`src/rtl/img_udp_tx_pkg.sv`:
```
// Shared types and constants for the image-to-UDP transmit path.
package img_udp_tx_pkg;

  typedef enum logic [2:0] {
    IDLE,
    WAIT,
    PREFETCH,
    START,
    SEND,
    GAP
  } state_t;

  localparam int WORD_BYTES    = 4;
  localparam int DEF_PKT_BYTES = 1280;

  function automatic int words_per_pkt(input int pkt_bytes);
    return pkt_bytes / WORD_BYTES;
  endfunction

endpackage

```
`src/rtl/pix16_to_32_pack.sv`:
```
// Fetch unit: one fill reads two RGB565 pixels and packs them big-endian
// into a single 32-bit word held until the transmitter consumes it.
module pix16_to_32_pack (
  input  logic        clk,
  input  logic        rst,
  input  logic        fill,
  input  logic        consume,
  input  logic [15:0] rd_data,
  output logic        rd_en,
  output logic [31:0] next_word,
  output logic        valid
);

  logic        p1_reg;
  logic        p2_reg;
  logic        p3_reg;
  logic        valid_reg;
  logic [15:0] hi_reg;
  logic [15:0] lo_reg;

  always_ff @(posedge clk or posedge rst) begin
    if (rst) begin
      p1_reg    <= 1'b0;
      p2_reg    <= 1'b0;
      p3_reg    <= 1'b0;
      rd_en     <= 1'b0;
      valid_reg <= 1'b0;
      hi_reg    <= 16'd0;
      lo_reg    <= 16'd0;
    end else begin
      p1_reg <= fill;
      p2_reg <= p1_reg;
      p3_reg <= p2_reg;
      rd_en  <= fill | p1_reg;
      if (p2_reg)
        hi_reg <= rd_data;
      if (p3_reg)
        lo_reg <= rd_data;
      // A new fill discards any stale word left behind by an early tx_done.
      if (fill || consume)
        valid_reg <= 1'b0;
      else if (p3_reg)
        valid_reg <= 1'b1;
    end
  end

  // The low half is forwarded straight from the FIFO in its arrival cycle,
  // so the word is usable on the same edge the flag sets.
  assign next_word = {hi_reg, p3_reg ? rd_data : lo_reg};
  assign valid     = valid_reg | p3_reg;

endmodule

```
`src/rtl/img_udp_tx.sv`:
```
// Frame sequencer: streams SDRAM read-port pixels to the UDP transmitter as
// PKT_NUM fixed-size packets separated by an inter-frame gap.
module img_udp_tx
  import img_udp_tx_pkg::*;
#(
  parameter int PKT_BYTES  = DEF_PKT_BYTES,
  parameter int PKT_NUM    = 480,
  parameter int IFG_CYCLES = 24
) (
  input  logic        eth_tx_clk,
  input  logic        rst,
  input  logic        frame_start,
  input  logic        rd_ready,
  output logic        rd_en,
  input  logic [15:0] rd_data,
  output logic        tx_start_en,
  output logic [15:0] tx_byte_num,
  input  logic        tx_req,
  output logic [31:0] tx_data,
  input  logic        tx_done,
  output logic        busy,
  output logic        frame_done,
  output logic        err_underrun
);

  localparam int         WPP       = words_per_pkt(PKT_BYTES);
  localparam logic [8:0] WPP_W     = 9'(WPP);
  localparam logic [9:0] PKT_NUM_W = 10'(PKT_NUM);
  localparam logic [7:0] IFG_LAST  = 8'(IFG_CYCLES - 1);

  state_t      state;
  logic [8:0]  word_cnt;
  logic [9:0]  pkt_cnt;
  logic [7:0]  ifg_cnt;
  logic [8:0]  word_cnt_inc;
  logic        accept;
  logic        fill;
  logic        valid;
  logic [31:0] next_word;

  assign tx_byte_num  = 16'(PKT_BYTES);
  assign word_cnt_inc = word_cnt + 9'd1;

  always_comb begin
    accept = 1'b0;
    fill   = 1'b0;
    if (state == SEND && tx_req && valid && word_cnt < WPP_W)
      accept = 1'b1;
    if (state == WAIT && rd_ready)
      fill = 1'b1;
    else if (accept && word_cnt_inc < WPP_W)
      fill = 1'b1;
  end

  pix16_to_32_pack u_pack (
    .clk       (eth_tx_clk),
    .rst       (rst),
    .fill      (fill),
    .consume   (accept),
    .rd_data   (rd_data),
    .rd_en     (rd_en),
    .next_word (next_word),
    .valid     (valid)
  );

  always_ff @(posedge eth_tx_clk or posedge rst) begin
    if (rst) begin
      state        <= IDLE;
      word_cnt     <= 9'd0;
      pkt_cnt      <= 10'd0;
      ifg_cnt      <= 8'd0;
      tx_start_en  <= 1'b0;
      tx_data      <= 32'd0;
      busy         <= 1'b0;
      frame_done   <= 1'b0;
      err_underrun <= 1'b0;
    end else begin
      tx_start_en <= 1'b0;
      frame_done  <= 1'b0;
      case (state)
        IDLE: begin
          if (frame_start) begin
            pkt_cnt <= 10'd0;
            busy    <= 1'b1;
            state   <= WAIT;
          end
        end
        WAIT: begin
          if (rd_ready)
            state <= PREFETCH;
        end
        PREFETCH: begin
          if (valid) begin
            tx_start_en <= 1'b1;
            state       <= START;
          end
        end
        START: begin
          word_cnt <= 9'd0;
          state    <= SEND;
        end
        SEND: begin
          if (tx_req) begin
            if (accept) begin
              tx_data  <= next_word;
              word_cnt <= word_cnt_inc;
            end else begin
              tx_data      <= 32'd0;
              err_underrun <= 1'b1;
            end
          end
          if (tx_done) begin
            ifg_cnt <= 8'd0;
            state   <= GAP;
            if ((accept ? word_cnt_inc : word_cnt) < WPP_W)
              err_underrun <= 1'b1;
          end
        end
        GAP: begin
          if (ifg_cnt == IFG_LAST) begin
            pkt_cnt <= pkt_cnt + 10'd1;
            if (pkt_cnt + 10'd1 < PKT_NUM_W) begin
              state <= WAIT;
            end else begin
              frame_done <= 1'b1;
              busy       <= 1'b0;
              state      <= IDLE;
            end
          end else begin
            ifg_cnt <= ifg_cnt + 8'd1;
          end
        end
        default: state <= IDLE;
      endcase
    end
  end

endmodule

```
`config.mk`:
```
export PLATFORM = sky130hd
export DESIGN_NAME = img_udp_tx
export DESIGN_NICKNAME = d
export VERILOG_FILES = /design/src/rtl/img_udp_tx_pkg.sv /design/src/rtl/pix16_to_32_pack.sv /design/src/rtl/img_udp_tx.sv
export SDC_FILE = /design/constraint.sdc
export NUM_CORES = 1
export LEC_CHECK = 0
export CAP_MARGIN = 25
export CORE_MARGIN = 1
export CORE_UTILIZATION = 42
export CTS_CLUSTER_SIZE = 8
export DETAILED_ROUTE_END_ITERATION = 8
export DONT_BUFFER_PORTS = 1
export GPL_ROUTABILITY_DRIVEN = 0
export HOLD_SLACK_MARGIN = 0.12
export PLACE_DENSITY = 0.53
export SYNTH_ARGS = -nofsm -noshare
export SYNTH_HDL_FRONTEND = slang
export SYNTH_SLANG_ARGS = --single-unit
```
`constraint.sdc`:
```
create_clock -name eth_tx_clk -period 4.8 [get_ports eth_tx_clk]
set_input_delay 0.96 -clock eth_tx_clk [delete_from_list [all_inputs] [get_ports eth_tx_clk]]
set_output_delay 0.96 -clock eth_tx_clk [all_outputs]
set_load 0.1 [all_outputs]
```
==> impl_metrics.yaml, run 1 <==
grt:
  grt_pass1_wl_um: 15800
  grt_pass1_vias: 3058
  grt_max_degree: 72
  antenna_found_initial: 0
  grt_overflow: 0
  grt_usage: 0.178
synth:
  yosys.area.top_type: "dfrtp_1"
  syn-cell-area_sq_mm: 0.00468
  ys_types: 60
  synth-seq-area-share: 0.550
  yosys_register_bits: 103
  synth-edff-count: 0
  synth_flop_cell: "dfrtp_1"
  synthArstFlopShare: 1.00
  postSynthCellCount: 398
  ys_warn_count: 0
  postSynthAreaPerCell_sq_um: 11.8
  yosys-top-cells-area: "dfrtp_1 55%, mux2_2 7.9%, a22o_1 6.5%, buf_4 2.6%, nand2_1 2.2%"
  synthDominantCellAreaShare: 0.550
detailed_routing:
  route.detailed.drc: 0
  initialDrtViolationCount: 99
  wl_um: 9250
  via_per_inst: 5.62
  via_count: 2966
  firstDrtPassIters: 4
  postRouteAntennaNets: 0
  wl_per_cell_um: 17.5
timing:
  finalMaxSlewViolations: 0
  fin_crit_sh: 0.574
  slew-limit-headroom: 0.357
  max_freq_ghz: 0.363
  setup-violations-final: 0
  tightest_slew_ns: 0.960
  rsz0062_at_grt: "no"
  fin_skew_ns: 0.00994
  setup_tns_ns: 0
  fin_hold_ws_ns: 0.386
  hold_viol: 0
  min_period_ns: 2.76
clock_network:
  ctsRootBufferMaster: "clkbuf_8"
  cts_hold_buf: 0
  clock_latency_ns: 0.38
  htree_num_levels: 3
  post_cts_buffers: 0
  cts.repair.resized: 0
  cts_inserted_buffers: 9
  clockBufferDepth: 2
  clk_pin_slew_ns: 0.10
  cts_tree: "built"
  cts.sinks: 103
floorplan:
  rows: 38
  die_area_sq_mm: 0.0116
  start_util: 0.432
  core-area_sq_mm: 0.0108
  die_h_um: 108
  ios: 75
  fp.dieW_um: 108
finish:
  post-route-util: 0.451
  largest_register_ffs: 32
  diodes: 0
  drive_gt1_frac: 0.178
  fin_area_sq_mm: 0.00489
  area_growth_syn_to_layout_pct: 4.38
  fillers: 994
  final_nets: 408
power:
  power_mw: 3.43
  seq_power_share: 0.653
  power_leakage_nw: 2.12
  switchingPower_mw: 1.70
  p_int_mw: 1.73
  pwr-share-comb: 0.194
  ir_drop_mv: 0.420
  p_sw_frac: 0.496
  p_clk_frac: 0.153
  power_density_mw_per_mm2: 702
critical_path:
  end_kind: "register"
  cp_common_cell: "buf_4"
  required_ns: 5.11
  r2r_start: "u_pack.p3_reg"
  slowest_stage: "dfrtp_1"
  startpoint: "u_pack.p3_reg"
  worstPathArrival_ns: 3.07
  critical-path-max-stage-delay_ns: 0.95
  crit_fanout: 18
  crit_chain: "nor2_1 > nor3_2 > buf_4 > buf_4 > a22o_1"
  path_class: "register to register"
  worstSetupStartpointType: "register"
status:
  status: "finished, final reports clean"
min_path:
  hp-start: "u_pack.p1_reg"
  hold_class: "register to register"
run:
  cap_violations: 0
place:
  io_buffer_count: 0
  placed_area_sq_mm: 0.00470
  hpwl_um: 5990
layout by cell type (no fill, tap or decap), types with 4 or more instances in the layout:
master / instances
a21oi_1: 11
a22o_1: 35
a31oi_1: 4
and3_1: 4
buf_4: 4
clkbuf_8: 11
conb_1: 16
dfrtp_1: 103
inv_1: 5
mux2_2: 33
mux2i_1: 5
nand2_1: 27
nand2b_1: 4
nand3_1: 16
nand4_1: 5
nor2_1: 11
o211ai_1: 6
o21ai_0: 13
or4_1: 4
cells in the mapped netlist, drive strengths merged, types with 4 or more instances:
library cell	count
a31oi	4
clkbuf	13
or4	5
mux2	33
inv	6
nand4	5
nor2	11
and3	4
dfrtp	103
o211ai	6
nor3	4
nand3	16
o31ai	4
o21ai	13
buf	31
nand2	27
a21oi	11
a22o	35
nand2b	4
mux2i	5
cells by family (layout without fill, tap and decap cells):
group / after synthesis / after routing / synth area share
adder cells (fa/ha/maj): 3 / 3 / 0.00802
AO/OA/AOI/OAI: 92 / 92 / 0.155
buffers and inverters: 50 / 26 / 0.0590
AND/OR/NAND/NOR: 108 / 108 / 0.133
flip-flops: 103 / 103 / 0.550
multiplexers: 38 / 38 / 0.0900
XOR/XNOR: 2 / 2 / 0.00374
other: 2 / 16 / 0.00160
final timing paths:
kind                                          to  slack (ns)  depth (start not counted)
worst min-delay path               u_pack.p2_reg        0.39                          0
worst max-delay path                 tx_data[27]        2.04                          5
max in group asynchronous            word_cnt[1]        3.21                          2
worst max register to register       tx_data[27]        2.04                          5
min in group asynchronous       u_pack.hi_reg[8]        0.64                          1
worst min register to register     u_pack.p2_reg        0.39                          0
metrics by stage:
step / instances / setup slack (ns)
2_1_floorplan: 412 / 1.14
3_5_place_dp: 512 / 1.81
4_1_cts: 528 / 1.96
5_1_grt: 528 / 1.81
6_report: 528 / 2.04
3_3_place_gp: 512 / 1.87
layout make-up:
cell class | instances | area [sq um] | area share
clock inverter | 5 | 37.5 | 0.00768
timing repair buffer | 4 | 30.0 | 0.00614
tap | 140 | 175 | 0.0358
inverter | 6 | 25.0 | 0.00512
clock buffer | 11 | 151 | 0.0310
multi-input combinational | 259 | 1890 | 0.387
sequential | 103 | 2580 | 0.527
power groups by stage:
stage,clock network (mW),logic [mW],registers (mW)
floorplan,0,0.677,2.11
global placement,0,0.657,2.26
detailed placement,0,0.676,2.26
CTS,0.550,0.677,2.25
global route,0.583,0.744,2.29
finish,0.524,0.666,2.24
routing by layer:
metal	global-route usage	vias up	routed length, um
met1	0.248	1494	4550
li1	-	1402	-
met4	0.0832	0	179
met2	0.258	58	4080
met3	0.0448	12	441
met5	0	-	0
critical path: cells and delay by family (launching register included):
| family | cells | cell delay (ns) |
|---|---|---|
| DFF | 1 | 0.95 |
| and+or+nand+nor | 2 | 1.04 |
| buffers and inverters | 2 | 0.55 |
| AOI/OAI and AO/OA | 1 | 0.14 |
(Power assumes the default switching activity.)
==> run 2, diff against run 1 <==
--- a/config.mk
+++ b/config.mk
@@ -13,7 +13,7 @@
 export DONT_BUFFER_PORTS = 1
 export GPL_ROUTABILITY_DRIVEN = 0
 export HOLD_SLACK_MARGIN = 0.12
-export PLACE_DENSITY = 0.53
+export PLACE_DENSITY = 0.56
 export SYNTH_ARGS = -nofsm -noshare
 export SYNTH_HDL_FRONTEND = slang
 export SYNTH_SLANG_ARGS = --single-unit
==> constraint.sdc (replaced) <==
create_clock -name eth_tx_clk -period 2.25 [get_ports eth_tx_clk]
set_input_delay 0.45 -clock eth_tx_clk [delete_from_list [all_inputs] [get_ports eth_tx_clk]]
set_output_delay 0.45 -clock eth_tx_clk [all_outputs]
set_load 0.1 [all_outputs]
==> run 2 against run 1 <==
  * Worst hold slack got worse by 0.17 ns
  * Via count increased by 5.0%
  * Combinational power increased to 5.8 times the previous value
  * Largest cell class unchanged
  * Highest routed layer unchanged
  * Largest power group is now combinational cells
==> impl_metrics.yaml, run 2 (synthesis results as in run 1) <==
floorplan:
  ios: 75
  die_h_um: 108
  die_area_sq_mm: 0.0116
  rows: 38
  start_util: 0.432
  core-area_sq_mm: 0.0108
  fp.dieW_um: 108
finish:
  fin_area_sq_mm: 0.00533
  regArea_sq_mm: 0.00258
  drive_gt1_frac: 0.269
  final_nets: 458
  area_growth_syn_to_layout_pct: 13.8
  final_cell_mix: "103 x dfrtp_1, 50 x buf_4, 35 x a22o_1"
  diodes: 0
  final_common_cell: "dfrtp_1"
  multiInputGateArea_sq_mm: 0.00189
  fillers: 973
  largest_register_ffs: 32
  instances_no_fill: 578
power:
  power_leakage_nw: 2.39
  ir_drop_mv: 0.762
  power_density_mw_per_mm2: 1490
detailed_routing:
  via_per_inst: 5.39
  via_count: 3113
  postRouteAntennaNets: 0
  wl_per_cell_um: 16.3
  initialDrtViolationCount: 126
  firstDrtPassIters: 4
  route.detailed.drc: 0
  wl_um: 9400
min_path:
  whs_endpoint: "u_pack.hi_reg[15]"
  hp-start: "rd_data[15]"
  hold_class: "input pin to register"
  hold_depth: 1
timing:
  setup-violations-final: 0
  setup_tns_ns: 0
  rsz0062_at_grt: "no"
  max_freq_ghz: 0.516
  finalMaxSlewViolations: 0
  min_period_ns: 1.94
  hold_viol: 0
  tightest_slew_ns: 0.940
  slew-limit-headroom: 0.373
  fin_crit_sh: 0.862
  fin_skew_ns: 0.0116
place:
  hpwl_um: 6440
  io_buffer_count: 0
  post-place-cells: 561
  placed_area_sq_mm: 0.00511
critical_path:
  r2r_slack_ns: 0.31
  crit_chain: "ha_1 > and3b_1 > a31oi_1 > buf_4 > a21oi_1 > o21ai_0"
  r2r_start: "ifg_cnt[0]"
  worstPathArrival_ns: 2.23
  required_ns: 2.54
  r2r.worst_path.cells: 6
  path_class: "register to register"
  worstSetupStartpointType: "register"
  critical-path-max-stage-delay_ns: 0.49
  r2r_end: "pkt_cnt[9]"
  slowest_stage: "a31oi_1"
  crit_fanout: 7
  end_kind: "register"
grt:
  antenna_found_initial: 0
  grt_overflow: 0
  grt_max_degree: 40
  grt_usage: 0.171
  grt_pass1_vias: 2892
  grt_pass1_wl_um: 15300
clock_network:
  ctsRootBufferMaster: "clkbuf_8"
  post_cts_buffers: 0
  cts_tree: "built"
  cts.sinks: 103
  clock_latency_ns: 0.37
  cts_inserted_buffers: 9
  clk_pin_slew_ns: 0.11
  htree_num_levels: 3
  clockBufferDepth: 2
run:
  cap_violations: 0
status:
  status: "finished, final reports clean"
-- run 2: changes by cell type in the layout (fill, tap and decap cells not counted), sizes merged --
cell | before | now
buf | 4 | 53
bufinv | 0 | 1
clkbuf | 11 | 10
clkinv | 1 | 2
dlygate4sd3 | 0 | 1
inv | 8 | 7
-- run 2: timing repair --
action | 4_1_cts | 5_1_grt
setup endpoints to repair | 0 | 0
hold buffers | 1 | 0
gates resized for setup | 0 | 0
endpoints found under the hold margin | 21 | 0
-- run 2: metrics by stage --
step | setup WS (ns) | util | power (mW) | hold WS (ns)
2_1_floorplan | 0.449 | - | 5.95 | 0.352
3_3_place_gp | 0.401 | 0.471 | 6.67 | 0.366
3_5_place_dp | 0.333 | 0.471 | 6.75 | 0.380
4_1_cts | 0.289 | 0.492 | 7.99 | 0.201
5_1_grt | 0.124 | 0.492 | 8.34 | 0.193
6_report | 0.311 | 0.492 | 7.92 | 0.218
-- run 2: worst max-delay path, delay by kind of cell, from the launching register on --
family          cells  cell delay, ns
simple gates        1            0.21
compound gates      3            0.72
fa+ha+maj           1            0.27
buf+inv             1            0.25
flops               1            0.41
-- run 2: how the worst max path moves through the flow --
| stage | start | endpoint | slack, ns | cells after the start |
|---|---|---|---|---|
| after floorplan | ifg_cnt[0] | ifg_cnt[5] | 0.45 | 6 |
| after CTS | ifg_cnt[0] | pkt_cnt[9] | 0.29 | 6 |
| after detailed placement | ifg_cnt[0] | pkt_cnt[6] | 0.33 | 6 |
| final | ifg_cnt[0] | pkt_cnt[9] | 0.31 | 6 |
| after global routing | ifg_cnt[0] | pkt_cnt[9] | 0.12 | 6 |
| after global placement | state[2] | word_cnt[5] | 0.40 | 5 |
-- run 2: per-layer routing --
| layer | vias to the layer above | track usage | part of all wire |
|---|---|---|---|
| li1 | 1500 | - | - |
| met4 | 0 | 0.0568 | 0.015 |
| met2 | 59 | 0.265 | 0.46 |
| met1 | 1544 | 0.231 | 0.48 |
| met5 | - | 0 | 0 |
| met3 | 10 | 0.0484 | 0.043 |
-- run 2: cell type report --
type / instances / area share
flip-flops and latches: 103 / 0.484
multi-input cells: 259 / 0.355
repair buffers: 54 / 0.0836
well taps: 140 / 0.0329
clock buffers: 10 / 0.0258
clock inverters: 6 / 0.0143
inverters: 6 / 0.00493
-- run 2: where the power goes --
group | leakage [nW] | switching (mW) | internal, mW
Combinational | 0.968 | 2.73 | 1.13
Sequential | 1.32 | 0.330 | 2.50
Clock | 0.106 | 0.674 | 0.560
Total | 2.39 | 3.73 | 4.19
==> run 3, diff against run 2 <==
--- a/config.mk
+++ b/config.mk
@@ -7,13 +7,13 @@
 export LEC_CHECK = 0
 export CAP_MARGIN = 25
 export CORE_MARGIN = 1
-export CORE_UTILIZATION = 42
-export CTS_CLUSTER_SIZE = 8
+export CORE_UTILIZATION = 57
+export CTS_CLUSTER_SIZE = 16
 export DETAILED_ROUTE_END_ITERATION = 8
 export DONT_BUFFER_PORTS = 1
 export GPL_ROUTABILITY_DRIVEN = 0
 export HOLD_SLACK_MARGIN = 0.12
-export PLACE_DENSITY = 0.56
+export PLACE_DENSITY = 0.72
 export SYNTH_ARGS = -nofsm -noshare
 export SYNTH_HDL_FRONTEND = slang
 export SYNTH_SLANG_ARGS = --single-unit
==> run 3 against run 2 <==
  * Setup slack got worse by 0.082 ns
  * Final area fell by 1.7%
  * Die area fell by 26%
  * Critical endpoint is now pkt_cnt[6]
  * Flip-flop and latch count did not move
  * Maximum frequency fell by 4.1%
  * Sequential power barely moved
  * Routed wire length fell by 2.3%
  * Critical path depth did not move
  * Combinational power barely moved
  * Final cell count fell by 6.9%
==> impl_metrics.yaml, run 3 (synthesis results as in run 1) <==
status:
  status: "finished, final reports clean"
finish:
  largest_register_ffs: 32
  area_growth_syn_to_layout_pct: 11.9
  final_nets: 457
  post-route-util: 0.668
  instances_no_fill: 538
  final_cell_mix: "103 x dfrtp_1, 49 x buf_4, 35 x a22o_1"
  drive_gt1_frac: 0.266
  final_common_cell: "dfrtp_1"
  fillers: 618
  diodes: 0
timing:
  slew-limit-headroom: 0.395
  fin_crit_sh: 0.898
  setup-violations-final: 0
  setup_tns_ns: 0
  tightest_slew_ns: 0.908
  rsz0062_at_grt: "no"
  fin_hold_ws_ns: 0.224
  fin_skew_ns: 0.0169
  finalMaxSlewViolations: 0
  hold_viol: 0
  max_freq_ghz: 0.495
  min_period_ns: 2.02
  setup_ws_ns: 0.229
clock_network:
  cts_hold_buf: 1
  post_cts_buffers: 0
  htree_num_levels: 3
  ctsRootBufferMaster: "clkbuf_8"
  cts.sinks: 103
  clk_pin_slew_ns: 0.11
  cts_inserted_buffers: 9
  cts.repair.resized: 0
  clockBufferDepth: 2
  cts_tree: "built"
  clock_latency_ns: 0.37
critical_path:
  r2r_start: "ifg_cnt[0]"
  path_class: "register to register"
  r2r.worst_path.cells: 6
  worstPathArrival_ns: 2.30
  r2r_slack_ns: 0.23
  r2r_end: "pkt_cnt[6]"
  crit_fanout: 8
  end_kind: "register"
  worstSetupStartpointType: "register"
  required_ns: 2.53
place:
  io_buffer_count: 0
  hpwl_um: 6450
  dp_slack_ns: 0.280
  post-place-cells: 522
detailed_routing:
  route.detailed.drc: 0
  wl_per_cell_um: 17.1
  initialDrtViolationCount: 161
  via_per_inst: 5.87
  wl_um: 9180
  firstDrtPassIters: 4
  postRouteAntennaNets: 0
  via_count: 3156
floorplan:
  start_util: 0.597
  fp.dieW_um: 92.6
  die_area_sq_mm: 0.00858
  core-area_sq_mm: 0.00785
  die_h_um: 92.6
  ios: 75
  rows: 32
grt:
  grt_usage: 0.235
  grt_overflow: 0
  grt_max_degree: 32
  antenna_found_initial: 0
  grt_pass1_vias: 3260
  grt_pass1_wl_um: 15600
run:
  cap_violations: 0
power:
  power_leakage_nw: 2.37
  ir_drop_mv: 0.928
  power_density_mw_per_mm2: 1480
min_path:
  whs_endpoint: "u_pack.hi_reg[4]"
  hp-start: "rd_data[4]"
  hold_depth: 1
  hold_class: "input pin to register"
run 3: changes by cell type in the layout (fill, tap and decap cells not counted):
| cell | before | now |
|---|---|---|
| bufinv_16 | 1 | 0 |
| clkbuf_8 | 10 | 9 |
| clkinv_2 | 1 | 0 |
| inv_8 | 0 | 2 |
| clkinv_8 | 1 | 0 |
| clkinv_4 | 0 | 3 |
| buf_4 | 50 | 49 |
| inv_6 | 2 | 0 |
run 3: power breakdown:
| group | internal, mW | total, mW | switching, mW |
|---|---|---|---|
| Sequential | 2.50 | 2.86 | 0.353 |
| Clock | 0.418 | 1.08 | 0.660 |
| Combinational | 1.12 | 3.84 | 2.72 |
run 3: how the worst max path moves through the flow:
stage / startpoint / end / slack [ns] / depth (start not counted)
finish: ifg_cnt[0] / pkt_cnt[6] / 0.23 / 6
global route: ifg_cnt[0] / pkt_cnt[6] / 0.06 / 6
CTS: ifg_cnt[0] / pkt_cnt[6] / 0.24 / 6
detailed placement: state[2] / word_cnt[7] / 0.28 / 4
global placement: ifg_cnt[0] / pkt_cnt[6] / 0.33 / 6
floorplan: ifg_cnt[0] / ifg_cnt[5] / 0.45 / 6
run 3: area by class of cell:
class / count / area [sq um] / share of cell area
Clock buffer: 9 / 124 / 0.0236
Clock inverter: 6 / 56.3 / 0.0107
Inverter: 6 / 26.3 / 0.00501
Multi-Input combinational cell: 259 / 1890 / 0.361
Sequential cell: 103 / 2580 / 0.492
Tap cell: 102 / 128 / 0.0243
Timing Repair Buffer: 53 / 438 / 0.0836
run 3: metal layers:
metal,wire length [um],vias to the layer above,GRT usage,part of all wire
li1,-,1505,-,-
met1,4090,1568,0.314,0.45
met2,4490,71,0.374,0.49
met3,451,12,0.0484,0.049
met4,144,0,0.100,0.016
met5,0,-,0,0
run 3: critical path: stages, from the launching register on:
cell	delay, ns
dfrtp_1	0.43
ha_1	0.28
and3b_1	0.22
a31oi_1	0.54
buf_4	0.25
a21oi_1	0.04
o21ai_0	0.17
run 3: metrics by stage:
stage / total power, mW / area [sq um]
global placement: 6.63 / 5050
finish: 7.77 / 5240
global route: 8.12 / 5240
detailed placement: 6.74 / 5050
CTS: 7.81 / 5240
floorplan: 5.95 / 4740
